==> config.mk <==
export PLATFORM = sky130hd
export DESIGN_NAME = chip8_audio_synth
export DESIGN_NICKNAME = d
export VERILOG_FILES = /design/src/rtl/chip8_audio_pkg.sv /design/src/rtl/chip8_audio_voice.sv /design/src/rtl/chip8_audio_synth.sv
export SDC_FILE = /design/constraint.sdc
export NUM_CORES = 1
export LEC_CHECK = 0
export ABC_AREA = 1
export BUFFER_PORTS_ARGS = -buffer_cell sky130_fd_sc_hd__clkbuf_2
export CORE_MARGIN = 2
export CORE_UTILIZATION = 60
export CTS_BUF_LIST = sky130_fd_sc_hd__clkbuf_2 sky130_fd_sc_hd__clkbuf_4 sky130_fd_sc_hd__clkbuf_8
export DETAILED_ROUTE_END_ITERATION = 8
export HOLD_SLACK_MARGIN = 0.12
export PLACE_DENSITY = 0.9
export SYNTH_ARGS = -nofsm -noshare
export SYNTH_HDL_FRONTEND = slang
export SYNTH_SLANG_ARGS = --single-unit
==> constraint.sdc <==
create_clock -name clk_in -period 6.4 [get_ports clk_in]
set_clock_uncertainty 0.15 [all_clocks]
set_input_delay 0.64 -clock clk_in [delete_from_list [all_inputs] [get_ports clk_in]]
set_output_delay 0.64 -clock clk_in [all_outputs]
set_load 0.01 [all_outputs]
==> src/rtl/chip8_audio_pkg.sv <==
// chip8_audio_pkg: shared types, constants and the waveform shaper used by
// the CHIP-8 multi-voice audio synthesiser.
//
// Contents:
//   timbre_t    - voice timbre selector (square, triangle, saw, noise)
//   LFSR_W      - noise LFSR width
//   LFSR_SEED   - noise LFSR reset value
//   SAMPLE_W    - signed audio sample width
//   ENV_W       - envelope register width
//   ENV_MAX     - envelope full-scale value
//   wave_shape  - maps the top phase byte (or noise bit) to a signed sample

package chip8_audio_pkg;

    typedef enum logic [1:0] {
        TIMBRE_SQUARE   = 2'd0,
        TIMBRE_TRIANGLE = 2'd1,
        TIMBRE_SAW      = 2'd2,
        TIMBRE_NOISE    = 2'd3
    } timbre_t;

    localparam int unsigned LFSR_W    = 15;
    localparam logic [14:0] LFSR_SEED = 15'h0001;
    localparam int unsigned SAMPLE_W  = 8;
    localparam int unsigned ENV_W     = 8;
    localparam int          ENV_MAX   = 255;

    // Returns the raw two's-complement bit pattern of the waveform sample.
    function automatic logic [7:0] wave_shape(input timbre_t    timbre,
                                              input logic [7:0] p,
                                              input logic       noise_bit);
        logic [6:0] tri_v;
        logic [7:0] result;
        tri_v  = p[7] ? ~p[6:0] : p[6:0];
        result = 8'h00;
        case (timbre)
            TIMBRE_SQUARE:   result = p[7] ? 8'h80 : 8'h7F;
            TIMBRE_TRIANGLE: result = {tri_v, 1'b0} - 8'h80;
            TIMBRE_SAW:      result = {~p[7], p[6:0]};
            TIMBRE_NOISE:    result = noise_bit ? 8'h7F : 8'h80;
            default:         result = 8'h00;
        endcase
        return result;
    endfunction

endpackage

==> src/rtl/chip8_audio_voice.sv <==
// chip8_audio_voice: one synthesiser voice. Holds the phase accumulator, noise
// LFSR and envelope, and produces a registered, envelope- and volume-scaled
// signed 8-bit sample.
//
// Configuration macro: CHIP8_AUDIO_ENVELOPE_EN
//   defined   - envelope ramps up by ATTACK_STEP / down by RELEASE_STEP per sample
//   undefined - envelope snaps to ENV_MAX / 0 on each sample; steps are ignored
//
// Ports:
//   clk_in          - system clock
//   rst_in          - synchronous active-high reset
//   sample_valid_in - one-cycle strobe; all inputs are sampled only here
//   active_in       - note gate
//   timbre_in       - timbre select (see timbre_t)
//   tone_in         - phase increment per sample
//   vol_in          - volume 0..7 (7 = full scale)
//   voice_out       - registered signed voice sample

module chip8_audio_voice
    import chip8_audio_pkg::*;
#(
    parameter int unsigned PHASE_W      = 16,
    parameter int unsigned ATTACK_STEP  = 16,
    parameter int unsigned RELEASE_STEP = 4
) (
    input  logic                       clk_in,
    input  logic                       rst_in,
    input  logic                       sample_valid_in,
    input  logic                       active_in,
    input  logic [1:0]                 timbre_in,
    input  logic [PHASE_W-1:0]         tone_in,
    input  logic [2:0]                 vol_in,
    output logic signed [SAMPLE_W-1:0] voice_out
);

    logic [PHASE_W-1:0]         phase_q, phase_d;
    logic [LFSR_W-1:0]          lfsr_q, lfsr_d;
    logic [ENV_W-1:0]           env_q, env_d;
    timbre_t                    timbre_q, timbre_d;
    logic [2:0]                 vol_q, vol_d;
    logic signed [SAMPLE_W-1:0] voice_q, voice_d;

    logic [PHASE_W:0]           phase_sum;
    logic                       wrap;
    logic [ENV_W-1:0]           env_next;

    logic signed [SAMPLE_W-1:0] wave;
    logic signed [SAMPLE_W-1:0] scaled;
    logic signed [17:0]         wave_ext;
    logic signed [17:0]         env_ext;
    logic signed [17:0]         prod;

`ifdef CHIP8_AUDIO_ENVELOPE_EN
    int env_tmp;

    always_comb begin
        env_tmp = 0;
        if (active_in) begin
            env_tmp = int'(env_q) + int'(ATTACK_STEP);
            if (env_tmp > ENV_MAX) begin
                env_tmp = ENV_MAX;
            end
        end else begin
            env_tmp = int'(env_q) - int'(RELEASE_STEP);
            if (env_tmp < 0) begin
                env_tmp = 0;
            end
        end
        env_next = ENV_W'(env_tmp);
    end
`else
    // Ramp steps only matter when the envelope is enabled.
    logic unused_env_steps;
    assign unused_env_steps = ^{32'(ATTACK_STEP), 32'(RELEASE_STEP)};

    always_comb begin
        env_next = active_in ? ENV_W'(ENV_MAX) : '0;
    end
`endif

    // Per-sample state update.
    always_comb begin
        phase_sum = {1'b0, phase_q} + {1'b0, tone_in};
        wrap      = phase_sum[PHASE_W];
        phase_d   = phase_q;
        lfsr_d    = lfsr_q;
        env_d     = env_q;
        timbre_d  = timbre_q;
        vol_d     = vol_q;
        if (sample_valid_in) begin
            phase_d = phase_sum[PHASE_W-1:0];
            if (wrap) begin
                lfsr_d = {lfsr_q[LFSR_W-2:0], lfsr_q[LFSR_W-1] ^ lfsr_q[LFSR_W-2]};
            end
            env_d = env_next;
            // A fully released voice restarts its next note at phase 0.
            if (!active_in && (env_next == '0)) begin
                phase_d = '0;
            end
            timbre_d = timbre_t'(timbre_in);
            vol_d    = vol_in;
        end
    end

    // Waveform and scaling; output is registered one cycle after the state.
    always_comb begin
        wave     = $signed(wave_shape(timbre_q, phase_q[PHASE_W-1 -: 8], lfsr_q[0]));
        wave_ext = 18'(wave);
        env_ext  = 18'({1'b0, env_q}) + 18'd1;
        prod     = wave_ext * env_ext;
        scaled   = (env_q == '0) ? '0 : SAMPLE_W'(prod >>> 8);
        // ~vol is 7-vol for a 3-bit volume.
        voice_d  = scaled >>> (~vol_q);
    end

    always_ff @(posedge clk_in) begin
        if (rst_in) begin
            phase_q  <= '0;
            lfsr_q   <= LFSR_SEED;
            env_q    <= '0;
            timbre_q <= TIMBRE_SQUARE;
            vol_q    <= '0;
            voice_q  <= '0;
        end else begin
            phase_q  <= phase_d;
            lfsr_q   <= lfsr_d;
            env_q    <= env_d;
            timbre_q <= timbre_d;
            vol_q    <= vol_d;
            voice_q  <= voice_d;
        end
    end

    assign voice_out = voice_q;

endmodule

==> src/rtl/chip8_audio_synth.sv <==
// chip8_audio_synth: NUM_CH-voice CHIP-8 audio synthesiser. Generates the PDM
// and sample ticks, mixes and saturates the voice samples, and drives a
// first-order sigma-delta modulator onto a 1-bit PDM output.
//
// Configuration macro: CHIP8_AUDIO_ENVELOPE_EN (attack/release ramp in voices)
//
// Ports:
//   clk_in    - system clock
//   rst_in    - synchronous active-high reset
//   active_in - per-voice gate, bit c = voice c
//   timbre_in - voice c uses [2c+:2]
//   tone_in   - voice c uses [PHASE_W*c+:PHASE_W]
//   vol_in    - voice c uses [3c+:3]
//   level_out - registered PDM bit

module chip8_audio_synth
    import chip8_audio_pkg::*;
#(
    parameter int unsigned NUM_CH       = 2,
    parameter int unsigned PHASE_W      = 16,
    parameter int unsigned CLK_DIV      = 32,
    parameter int unsigned SAMPLE_DIV   = 1024,
    parameter int unsigned ATTACK_STEP  = 16,
    parameter int unsigned RELEASE_STEP = 4
) (
    input  logic                        clk_in,
    input  logic                        rst_in,
    input  logic [NUM_CH-1:0]           active_in,
    input  logic [2*NUM_CH-1:0]         timbre_in,
    input  logic [PHASE_W*NUM_CH-1:0]   tone_in,
    input  logic [3*NUM_CH-1:0]         vol_in,
    output logic                        level_out
);

    localparam int unsigned DIV_W = $clog2(CLK_DIV);
    localparam int unsigned SMP_W = $clog2(SAMPLE_DIV);
    localparam int unsigned SUM_W = SAMPLE_W + $clog2(NUM_CH) + 1;

    localparam logic signed [SUM_W-1:0] SAT_HI = SUM_W'(127);
    localparam logic signed [SUM_W-1:0] SAT_LO = SUM_W'(-128);

    logic [DIV_W-1:0]           div_cnt_q, div_cnt_d;
    logic [SMP_W-1:0]           smp_cnt_q, smp_cnt_d;
    logic signed [SAMPLE_W-1:0] sample_reg_q, sample_reg_d;
    logic [7:0]                 acc_q, acc_d;
    logic                       level_q, level_d;

    logic                       tick;
    logic                       sample_valid;
    logic signed [SAMPLE_W-1:0] voice_val [NUM_CH];
    logic signed [SUM_W-1:0]    mix_sum;
    logic [7:0]                 pdm_u;
    logic [8:0]                 pdm_sum;

    // Tick generation.
    always_comb begin
        tick         = (div_cnt_q == DIV_W'(CLK_DIV - 1));
        sample_valid = tick && (smp_cnt_q == SMP_W'(SAMPLE_DIV - 1));
        div_cnt_d    = tick ? '0 : div_cnt_q + DIV_W'(1);
        smp_cnt_d    = smp_cnt_q;
        if (tick) begin
            smp_cnt_d = sample_valid ? '0 : smp_cnt_q + SMP_W'(1);
        end
    end

    for (genvar c = 0; c < NUM_CH; c++) begin : gen_voice
        chip8_audio_voice #(
            .PHASE_W      (PHASE_W),
            .ATTACK_STEP  (ATTACK_STEP),
            .RELEASE_STEP (RELEASE_STEP)
        ) u_voice (
            .clk_in          (clk_in),
            .rst_in          (rst_in),
            .sample_valid_in (sample_valid),
            .active_in       (active_in[c]),
            .timbre_in       (timbre_in[2*c +: 2]),
            .tone_in         (tone_in[PHASE_W*c +: PHASE_W]),
            .vol_in          (vol_in[3*c +: 3]),
            .voice_out       (voice_val[c])
        );
    end

    // Mixer with saturation; the sum is wide enough that it cannot overflow.
    always_comb begin
        mix_sum = '0;
        for (int c = 0; c < NUM_CH; c++) begin
            mix_sum = mix_sum + SUM_W'(voice_val[c]);
        end
        if (mix_sum > SAT_HI) begin
            sample_reg_d = 8'sd127;
        end else if (mix_sum < SAT_LO) begin
            sample_reg_d = -8'sd128;
        end else begin
            sample_reg_d = mix_sum[SAMPLE_W-1:0];
        end
    end

    // First-order sigma-delta: the accumulator carry is the PDM bit.
    always_comb begin
        pdm_u   = {~sample_reg_q[7], sample_reg_q[6:0]};
        pdm_sum = {1'b0, acc_q} + {1'b0, pdm_u};
        acc_d   = acc_q;
        level_d = level_q;
        if (tick) begin
            acc_d   = pdm_sum[7:0];
            level_d = pdm_sum[8];
        end
    end

    always_ff @(posedge clk_in) begin
        if (rst_in) begin
            div_cnt_q    <= '0;
            smp_cnt_q    <= '0;
            sample_reg_q <= '0;
            acc_q        <= '0;
            level_q      <= 1'b0;
        end else begin
            div_cnt_q    <= div_cnt_d;
            smp_cnt_q    <= smp_cnt_d;
            sample_reg_q <= sample_reg_d;
            acc_q        <= acc_d;
            level_q      <= level_d;
        end
    end

    assign level_out = level_q;

endmodule

Yosys cells after proc, flatten, opt, wreduce, memory -nomap -nowiden. Cells that the tools add are included.

Bits in registers: 136. Output and inout bits: 1. Word-level logic and storage cells: 83.

$add $sub $neg: 10. Multiply operators: 2. Magnitude comparators: 2. Equal/unequal tests: 8. Shifts and indexed selects: 2. Multiplexer cells: 17. Bitwise gates (word level): 9. Reductions and logical operators: 15.

Operator list (number): $mux 8 (9); $pmux 8 s4 (2); $add 16x16->17 (2); $logic_not 8->1 (4); $mul 8x10->16 (2); $mux 16 (2); $mux 7 (3); $add 8x1->9 const B (2); $add 8x8->9 (2); $sshr 8x3->8 (2); $sub 8x8->8 const B (2); $not 7->7 (2); $add 10x1->10 const B (1); $eq 10x10->1 const B (1); $mux 10 (1); $gt 9x8->1 const B (1); $lt 9x8->1 const B (1); $eq 2x2->1 const B (4); $not 3->3 (2); $add 5x1->5 const B (1); $eq 5x5->1 const B (1); $eq 2x1->1 const B (2); $logic_not 2->1 (2); $reduce_and 2->1 (2); other kinds (5) (12).

Depth between registers and ports, before layout. Gate-level depths: netlist of run 1.

Depth after elaboration: 7. Mapped depth: 23. Depth with buffers taken out: 23.

By module. From an unflattened synthesis of run 1, not the netlist that was laid out.

Cells, all modules: 1191. Area total of the unflattened synthesis: 8405.6 um^2.

Modules (own cells, without submodules): chip8_audio_voice at gen_voice[1].u_voice (instances 1, cells an instance 462, area an instance 3208.1 um^2); chip8_audio_voice at gen_voice[0].u_voice (instances 1, cells an instance 459, area an instance 3176.8 um^2); chip8_audio_synth (instances 1, cells an instance 270, area an instance 2020.7 um^2).

Least setup slack after synthesis of run 1. No wires, ideal clock.

Path kind: register to register. Start point: register gen_voice[0].u_voice.timbre_q[1]. End point: register gen_voice[0].u_voice.voice_q[4]. Setup time: 0.071 ns. Arrival time: 2.993 ns. Data required time: 6.179 ns. Slack: 3.187 ns. Stages on the path, launching flop included: 20. Period minus slack after synthesis: 3.213 ns. Cells stage by stage: dfxtp_1 -> inv_1 -> nor2_1 -> a21oi_1 -> a21oi_1 -> ha_1 -> ha_1 -> ha_1 -> ha_1 -> nand2_1 -> nor2_1 -> a211oi_1 -> nand2_1 -> nand2_1 -> nand3_2 -> nand2_1 -> nand3_1 -> nand2_1 -> nand2_1 -> a21oi_1.

Cells in the longest elaborated chain, start to end: 5. Elaborated cells between the ends (all ways): 8. Those cells by class: mul (1); eq/ne (3); shift (1); mux (2); reduce/logical (1).

Ends and longest elaborated chain: from (decl) (line chip8_audio_voice.sv:39) `timbre_t timbre_q, timbre_d;`; from (signal assigned) (line chip8_audio_voice.sv:128) `timbre_q <= timbre_d;`; $eq 2x2->1 (tied with other cells) (line chip8_audio_pkg.sv:36) `case (timbre)`; $pmux 8 s4 * (line chip8_audio_pkg.sv:36); $mul 8x10->16 * (line chip8_audio_voice.sv:110) `prod = wave_ext * env_ext;`; $mux 8 * (line chip8_audio_voice.sv:111) `scaled = (env_q == '0) ? '0 : SAMPLE_W'(prod >>> 8);`; $sshr 8x3->8 * (line chip8_audio_voice.sv:113) `voice_d = scaled >>> (~vol_q);`; to (signal assigned) (line chip8_audio_voice.sv:130) `voice_q <= voice_d;`; to (decl) (line chip8_audio_voice.sv:41) `logic signed [SAMPLE_W-1:0] voice_q, voice_d;`.

Mark *: on every way between the ends. The rest lies on a longest branch, timed or not. A chain may end at the register's enable or synchronous reset.

Worst setup path in the final report of run 1.
Start point: register gen_voice[0].u_voice.timbre_q[1]. End point: register gen_voice[0].u_voice.voice_q[6].

Same word-level chain as after synthesis.

==> impl_metrics.py, run 1 <==
metrics = {
    "outcome": {
        "status": "complete, no violations",
    },
    "worst_setup_path": {
        "r2r_cells": 19,
        "crit_path_start_kind": "flop",
        "worst-setup-path-type": "flop to flop",
        "cp.required_ns": 6.62,
        "crit_fanout": 6,
        "worstPathArrival_ns": 3.95,
        "slowest_stage": "dfxtp_1",
        "path_common_cell": "nand2_1",
        "r2r_start": "gen_voice[0].u_voice.timbre_q[1]$_SDFFE_PP0P_",
        "cp_cell_sequence": "inv_1 > nor2_1 > a21oi_1 > a21oi_1 > ha_1 > ha_1 > ha_1 > ha_1 > nand2_1 > nor2_1 > a211oi_1 > nand2_1 > nand2_1 > nand3_2 > nand2_1 > nand3_1 > nand2_1 > nand2_1 > a21oi_1",
        "r2r-end": "gen_voice[0].u_voice.voice_out[6]$_SDFF_PP0_",
        "r2r_slack_ns": 2.67,
        "crit_path_end_kind": "flop",
        "max_stage_delay_ns": 0.47,
    },
    "die": {
        "die_y_um": 119,
        "fp.dieW_um": 119,
        "ioPinCount": 47,
        "die_area_um2": 14200,
        "start_util_pct": 62.1,
        "coreArea_um2": 12800,
        "row_count": 41,
    },
    "route": {
        "ant_nets": 0,
        "drc_errors": 0,
        "wl_um": 17700,
        "viasPerCell": 5.60,
        "wl_per_cell_um": 13.0,
        "drt_iter0_drc": 535,
        "vias": 7639,
        "drt_pass1_iterations": 5,
    },
    "final_layout": {
        "diodes": 0,
        "final_nets": 1321,
        "fillers": 1066,
        "layout_commonest_cell": "nand2_1",
        "fin_area_um2": 8670,
        "drive_above_1_share_pct": 9.39,
        "final_cell_mix": "nand2_1, nor2_1, inv_1, dfxtp_1, o21ai_0",
        "finalNonFillerCells": 1365,
        "syn_to_final_growth_pct": 9.34,
    },
    "power_and_ir_drop": {
        "ir_drop_mv": 0.115,
        "internal_power_mw": 1.20,
        "power_frac_comb_pct": 4.4,
        "switching_share_pct": 23.4,
        "powerDensity_nw_per_um2": 180,
        "cellLeakagePower_nw": 4.27,
        "clockPowerShare_pct": 46.9,
        "seq_power_share_pct": 48.7,
        "power_switching_mw": 0.365,
    },
    "synth": {
        "synth_cells": 1140,
        "syn-cell-area_um2": 7930,
        "yosysSeqAreaShare_pct": 30.8,
        "yosys_warnings": 0,
        "avgSynthCellArea_um2": 6.96,
        "synth-main-ff-cell": "dfxtp_1",
        "synth_edf_count": 0,
        "async_reset_ff_share_pct": 0,
        "ys_types": 43,
        "synth_nets": 1281,
        "ys_ff_latch": 122,
    },
    "global_routing": {
        "grt_pass1_wl_um": 30600,
        "grt_max_degree": 59,
        "antenna_found_initial": 0,
        "grt_pass1_vias": 7177,
        "grt_use_total_pct": 25.9,
        "gr-total-overflow": 0,
    },
    "clocking": {
        "clkSlewWorstSetupHoldPaths_ns": 0.08,
        "post_cts_buffers": 0,
        "tritoncts": "done",
        "root_buffer": "clkbuf_8",
        "cts.repair.resized": 0,
        "clock_latency_ns": 0.45,
        "cts_buffers": 17,
        "cts_hold_buf": 0,
        "clk_path_buf_depth": 2,
        "clock-sinks": 122,
        "ctsHtreeMaxLevel": 4,
    },
    "sta": {
        "worstMarginPinSlew_ns": 0.886,
        "min_period_ns": 3.73,
        "finalSetupTns_ns": 0,
        "maxSlewHeadroom_pct": 40.7,
        "setup_violations": 0,
        "hold_viol": 0,
        "setup_ws_ns": 2.67,
        "maxSlewViolCount": 0,
        "rsz0062_at_grt": "false",
        "finalCritPeriodShare_pct": 58.2,
        "fmax_mhz": 268,
    },
    "min_path": {
        "whs_path_depth": 1,
        "hold_path_end": "div_cnt_q[0]$_SDFF_PP0_",
        "hold_path.class": "flop to flop",
        "min_from": "div_cnt_q[0]$_SDFF_PP0_",
    },
    "placed_design": {
        "place_area_um2": 8250,
        "io_buffers": 46,
        "dp.cells": 1333,
        "gp_congestion": 0.924,
        "dp_hpwl_um": 12700,
        "dp_slack_ns": 2.75,
    },
    "run": {
        "maxCapViolations": 0,
    },
}
cell families (layout without fill, tap and decap cells):
| family | count (synthesis) | count (layout) | synth area share, % |
|---|---|---|---|
| buffers and inverters | 158 | 211 | 8.00 |
| adders and majority gates | 95 | 95 | 15.4 |
| and+or+nand+nor | 493 | 493 | 26.4 |
| xor gates and xnor gates | 17 | 17 | 1.88 |
| AOI/OAI and AO/OA | 255 | 255 | 17.6 |
| DFF | 122 | 122 | 30.8 |
sequential cells by signal, summed over array words and instances (netlist names):
| name | count |
|---|---|
| level_out | 1 |
| gen_voice.u_voice.timbre_q | 4 |
| gen_voice.u_voice.voice_out | 16 |
| smp_cnt_q | 10 |
| gen_voice.u_voice.lfsr_q | 30 |
| gen_voice.u_voice.phase_q | 32 |
| acc_q | 8 |
| div_cnt_q | 5 |
| gen_voice.u_voice.vol_q | 6 |
| sample_reg_q | 8 |
| gen_voice.u_voice.env_q | 2 |
power groups by stage:
stage,Clock (mW),Sequential (mW),Combinational (mW)
3_5_place_dp,0,0.779,0.0670
5_1_grt,0.774,0.761,0.0777
6_report,0.734,0.761,0.0687
2_1_floorplan,0,0.778,0.0421
3_3_place_gp,0,0.779,0.0659
4_1_cts,0.740,0.761,0.0681
cell usage after synthesis, drive strengths merged (10+ instances only):
master	number	area share [%]
a21oi	102	6.4
buf	12	1.0
clkbuf	14	0.66
dfxtp	122	31
ha	91	14
inv	132	6.3
nand2	223	11
nand3	97	6.6
nand4	12	0.95
nor2	145	7.1
nor3	10	0.63
o21ai	119	7.7
worst max-delay path by stage:
stage                                                  startpoint                                      endpoint  slack (ns)  cells past startpoint
global placement    gen_voice[0].u_voice.timbre_q[1]$_SDFFE_PP0P_  gen_voice[0].u_voice.voice_out[6]$_SDFF_PP0_        2.89                     19
detailed placement  gen_voice[0].u_voice.phase_q[15]$_SDFFE_PP0P_  gen_voice[0].u_voice.voice_out[6]$_SDFF_PP0_        2.75                     20
finish              gen_voice[0].u_voice.timbre_q[1]$_SDFFE_PP0P_  gen_voice[0].u_voice.voice_out[6]$_SDFF_PP0_        2.67                     19
CTS                 gen_voice[0].u_voice.phase_q[15]$_SDFFE_PP0P_  gen_voice[0].u_voice.voice_out[6]$_SDFF_PP0_        2.70                     20
floorplan           gen_voice[0].u_voice.timbre_q[1]$_SDFFE_PP0P_  gen_voice[0].u_voice.voice_out[4]$_SDFF_PP0_        3.19                     19
global route        gen_voice[1].u_voice.phase_q[15]$_SDFFE_PP0P_  gen_voice[1].u_voice.voice_out[4]$_SDFF_PP0_        2.31                     20
metal layers:
metal  vias to the layer above  global-route usage [%]  routed length [um]
li1                       3917                       -                   -
met1                      3434                    32.5                8070
met2                       247                    43.6                8280
met3                        41                    4.79                 977
met4                         0                    11.0                 408
met5                         -                       0                   0
layout make-up:
| type | instances | area, um^2 | share of cell area (%) |
|---|---|---|---|
| Timing Repair Buffer | 47 | 238 | 2.74 |
| Sequential cell | 122 | 2440 | 28.2 |
| Multi-Input combinational cell | 860 | 4850 | 56.0 |
| Inverter | 132 | 500 | 5.77 |
| Tap cell | 172 | 215 | 2.48 |
| Clock buffer | 21 | 277 | 3.19 |
| Clock inverter | 11 | 145 | 1.67 |
worst max-delay path: cells and delay by family, from the launching register on:
kind            cells  cell delay [ns]
compound gates      4             0.70
buf+inv             1             0.10
flops               1             0.47
simple gates       10             1.03
fa+ha+maj           4             1.18
through the flow:
step                      power [mW]  hold slack, ns  utilization [%]
after global routing            1.61           0.328             67.9
final                           1.56           0.299             67.9
after detailed placement       0.846           0.289             64.6
after global placement         0.844           0.280             64.6
after floorplan                0.821           0.268                -
after CTS                       1.57           0.302             67.9
(Power assumes the default switching activity.)
==> run 2, diff against run 1 <==
ABC_AREA = 0   (was 1)
CORE_UTILIZATION = 58   (was 60)
PLACE_DENSITY = 0.91   (was 0.9)
clock period = 3.37 ns   (was 6.4 ns; I/O delays follow)
==> impl_metrics.py, run 2 <==
metrics = {
    "clocking": {
        "clock-sinks": 122,
        "clock_latency_ns": 0.49,
        "ctsHtreeMaxLevel": 4,
        "cts_buffers": 17,
        "root_buffer": "clkbuf_8",
        "tritoncts": "done",
        "clkSlewWorstSetupHoldPaths_ns": 0.10,
        "clk_path_buf_depth": 2,
    },
    "final_layout": {
        "regMostFlops": "gen_voice.u_voice.phase_q",
        "largest_register_ffs": 32,
        "layout_commonest_cell": "dfxtp_1",
        "diodes": 0,
        "final_cell_mix": "dfxtp_1, nor2_1, buf_4",
        "drive_above_1_share_pct": 29.5,
        "final_nets": 1180,
        "syn_to_final_growth_pct": 31.7,
        "final_util_pct": 78.8,
    },
    "synth": {
        "synth_edf_count": 0,
        "yosysMostFrequentCell": "dfxtp_1",
        "ys_top_cells_by_area": "dfxtp_1, ha_1, nor2_1",
        "synth_common_cells": "dfxtp_1, nor2_1, ha_1",
        "synth_top_cell_by_area": "dfxtp_1",
        "syn-cell-area_um2": 7950,
        "ys_ff_latch": 122,
        "avgSynthCellArea_um2": 8.73,
        "synth_nets": 1052,
        "yosys.area.top_type_share_pct": 30.7,
        "synth-main-ff-cell": "dfxtp_1",
        "synth_cells": 911,
        "async_reset_ff_share_pct": 0,
        "yosysSeqAreaShare_pct": 30.7,
        "yosys_warnings": 0,
        "ys_types": 73,
    },
    "sta": {
        "finalCritPeriodShare_pct": 115,
        "maxSlewViolCount": 0,
        "setup_ws_ns": -0.495,
        "hold_viol": 0,
        "min_period_ns": 3.87,
        "rsz0062_at_grt": "true",
        "maxSlewHeadroom_pct": 22.9,
        "finalSetupTns_ns": -3.33,
        "setup_violations": 14,
        "worstMarginPinSlew_ns": 1.15,
        "fmax_mhz": 259,
    },
    "route": {
        "vias": 8473,
        "ant_nets": 0,
        "viasPerCell": 6.90,
        "wl_per_cell_um": 23.1,
        "drt_iter0_drc": 1301,
        "drc_errors": 0,
        "drt_pass1_iterations": 8,
        "wl_um": 28400,
    },
    "worst_setup_path": {
        "max_stage_delay_ns": 0.38,
        "r2r_slack_ns": -0.50,
        "r2r_cells": 16,
        "crit_path_end_kind": "flop",
        "crit_fanout": 11,
        "cp.required_ns": 3.59,
        "worstPathArrival_ns": 4.09,
        "crit_family": "adder cells",
        "worst-setup-path-type": "flop to flop",
        "crit_path_start_kind": "flop",
        "r2r-end": "gen_voice[1].u_voice.voice_out[2]$_SDFF_PP0_",
        "path_buf_inv": 2,
        "r2r_start": "gen_voice[1].u_voice.timbre_q[0]$_SDFFE_PP0P_",
        "cp_cell_sequence": "buf_6 > and3b_1 > nor2_4 > nand2_4 > buf_4 > ha_1 > ha_2 > ha_2 > ha_4 > nor2_1 > o21bai_1 > a21oi_1 > o21ai_1 > nor2_1 > a21oi_1 > a221oi_2",
        "slowest_stage": "dfxtp_2",
    },
    "power_and_ir_drop": {
        "cellLeakagePower_nw": 4.56,
        "power_mw": 3.13,
        "powerDensity_nw_per_um2": 299,
        "ir_drop_mv": 0.253,
    },
    "min_path": {
        "hold_path_end": "gen_voice[0].u_voice.phase_q[1]$_SDFFE_PP0P_",
        "whs_path_depth": 3,
        "hold_path.class": "primary input to flop",
        "min_from": "tone_in[1]",
    },
    "placed_design": {
        "dp_slack_ns": -0.294,
        "dp_hpwl_um": 12900,
        "io_buffers": 46,
        "gp_congestion": 0.893,
    },
    "die": {
        "die_y_um": 121,
        "ioPinCount": 47,
        "coreArea_um2": 13300,
        "die_area_um2": 14700,
        "fp.dieW_um": 121,
        "start_util_pct": 59.8,
        "row_count": 42,
    },
    "outcome": {
        "status": "complete, but fails checks",
        "violations": "negative setup slack",
    },
    "global_routing": {
        "gr-total-overflow": 0,
        "antenna_found_initial": 0,
        "grt_pass1_vias": 7661,
        "grt_max_degree": 55,
        "grt_use_total_pct": 31.4,
        "grt_pass1_wl_um": 36700,
    },
    "run": {
        "maxCapViolations": 0,
    },
}
==> run 2: cell types whose count changed after synthesis, sizes merged, moves of 35 or more <==
cell   previous run  this run
nand2           223        59
inv             132        23
nand3            97        16
o21ai           119        53
mux2i             0        39
nor2            145       106
xnor2             9        44
==> run 2: power breakdown <==
group | internal (mW) | switching [mW]
registers | 1.44 | 0.00228
clock network | 0.820 | 0.706
logic | 0.0624 | 0.0978
total | 2.32 | 0.806
==> run 2: what timing repair did <==
item | in CTS | in global routing
pin swaps | 33 | 44
hold buffers | 13 | 0
gates resized for setup | 71 | 81
buffers inserted | 8 | 17
endpoints found under the hold margin | 13 | 0
endpoints found under the setup margin | 16 | 31
==> run 2: logic make-up after synthesis <==
group | synth area share, %
muxes | 5.33
AOI/OAI and AO/OA | 22.5
xor gates and xnor gates | 7.49
and+or+nand+nor | 15.2
DFF | 30.7
buffers and inverters | 3.38
adders and majority gates | 15.3
==> run 2: cell type report <==
type / count / area [um^2]
multi-input combinational: 723 / 6110
sequential: 122 / 2460
inverter: 23 / 91.3
clock inverter: 15 / 210
timing repair buffer: 152 / 1150
fill: 672 / 2820
clock buffer: 17 / 234
tap: 176 / 220
==> run 2: worst max path at each step <==
| stage | endpoint | cells past startpoint | from | slack, ns |
|---|---|---|---|---|
| CTS | gen_voice[1].u_voice.voice_out[3]$_SDFF_PP0_ | 14 | gen_voice[1].u_voice.phase_q[15]$_SDFFE_PP0P_ | -0.20 |
| global placement | gen_voice[1].u_voice.voice_out[3]$_SDFF_PP0_ | 13 | gen_voice[1].u_voice.phase_q[15]$_SDFFE_PP0P_ | -0.21 |
| finish | gen_voice[1].u_voice.voice_out[2]$_SDFF_PP0_ | 16 | gen_voice[1].u_voice.timbre_q[0]$_SDFFE_PP0P_ | -0.50 |
| global route | gen_voice[1].u_voice.voice_out[5]$_SDFF_PP0_ | 17 | gen_voice[1].u_voice.phase_q[15]$_SDFFE_PP0P_ | -0.64 |
| detailed placement | gen_voice[1].u_voice.voice_out[3]$_SDFF_PP0_ | 13 | gen_voice[1].u_voice.phase_q[15]$_SDFFE_PP0P_ | -0.29 |
| floorplan | gen_voice[1].u_voice.voice_out[3]$_SDFF_PP0_ | 16 | gen_voice[1].u_voice.phase_q[15]$_SDFFE_PP0P_ | -0.03 |
==> run 2: stage by stage <==
step	area [um^2]	cells	hold WS [ns]
after floorplan	8070	911	0.277
after global placement	8850	1159	0.295
after detailed placement	8850	1159	0.312
after CTS	9870	1212	0.121
after global routing	10500	1228	0.172
final	10500	1228	0.173
==> run 2: worst min-delay path, stage by stage <==
cell	delay [ns]
clkbuf_2	0.11
fa_1	0.18
a22o_1	0.13
==> run 2: layer usage <==
layer / GRT usage, % / up-vias / wire [um] / part of all wire (%)
li1: - / 3554 / - / -
met1: 34.5 / 3882 / 9810 / 35
met2: 54.7 / 739 / 13000 / 46
met3: 8.41 / 298 / 3000 / 11
met4: 17.4 / 0 / 2630 / 9.3
met5: 0 / - / 0 / 0
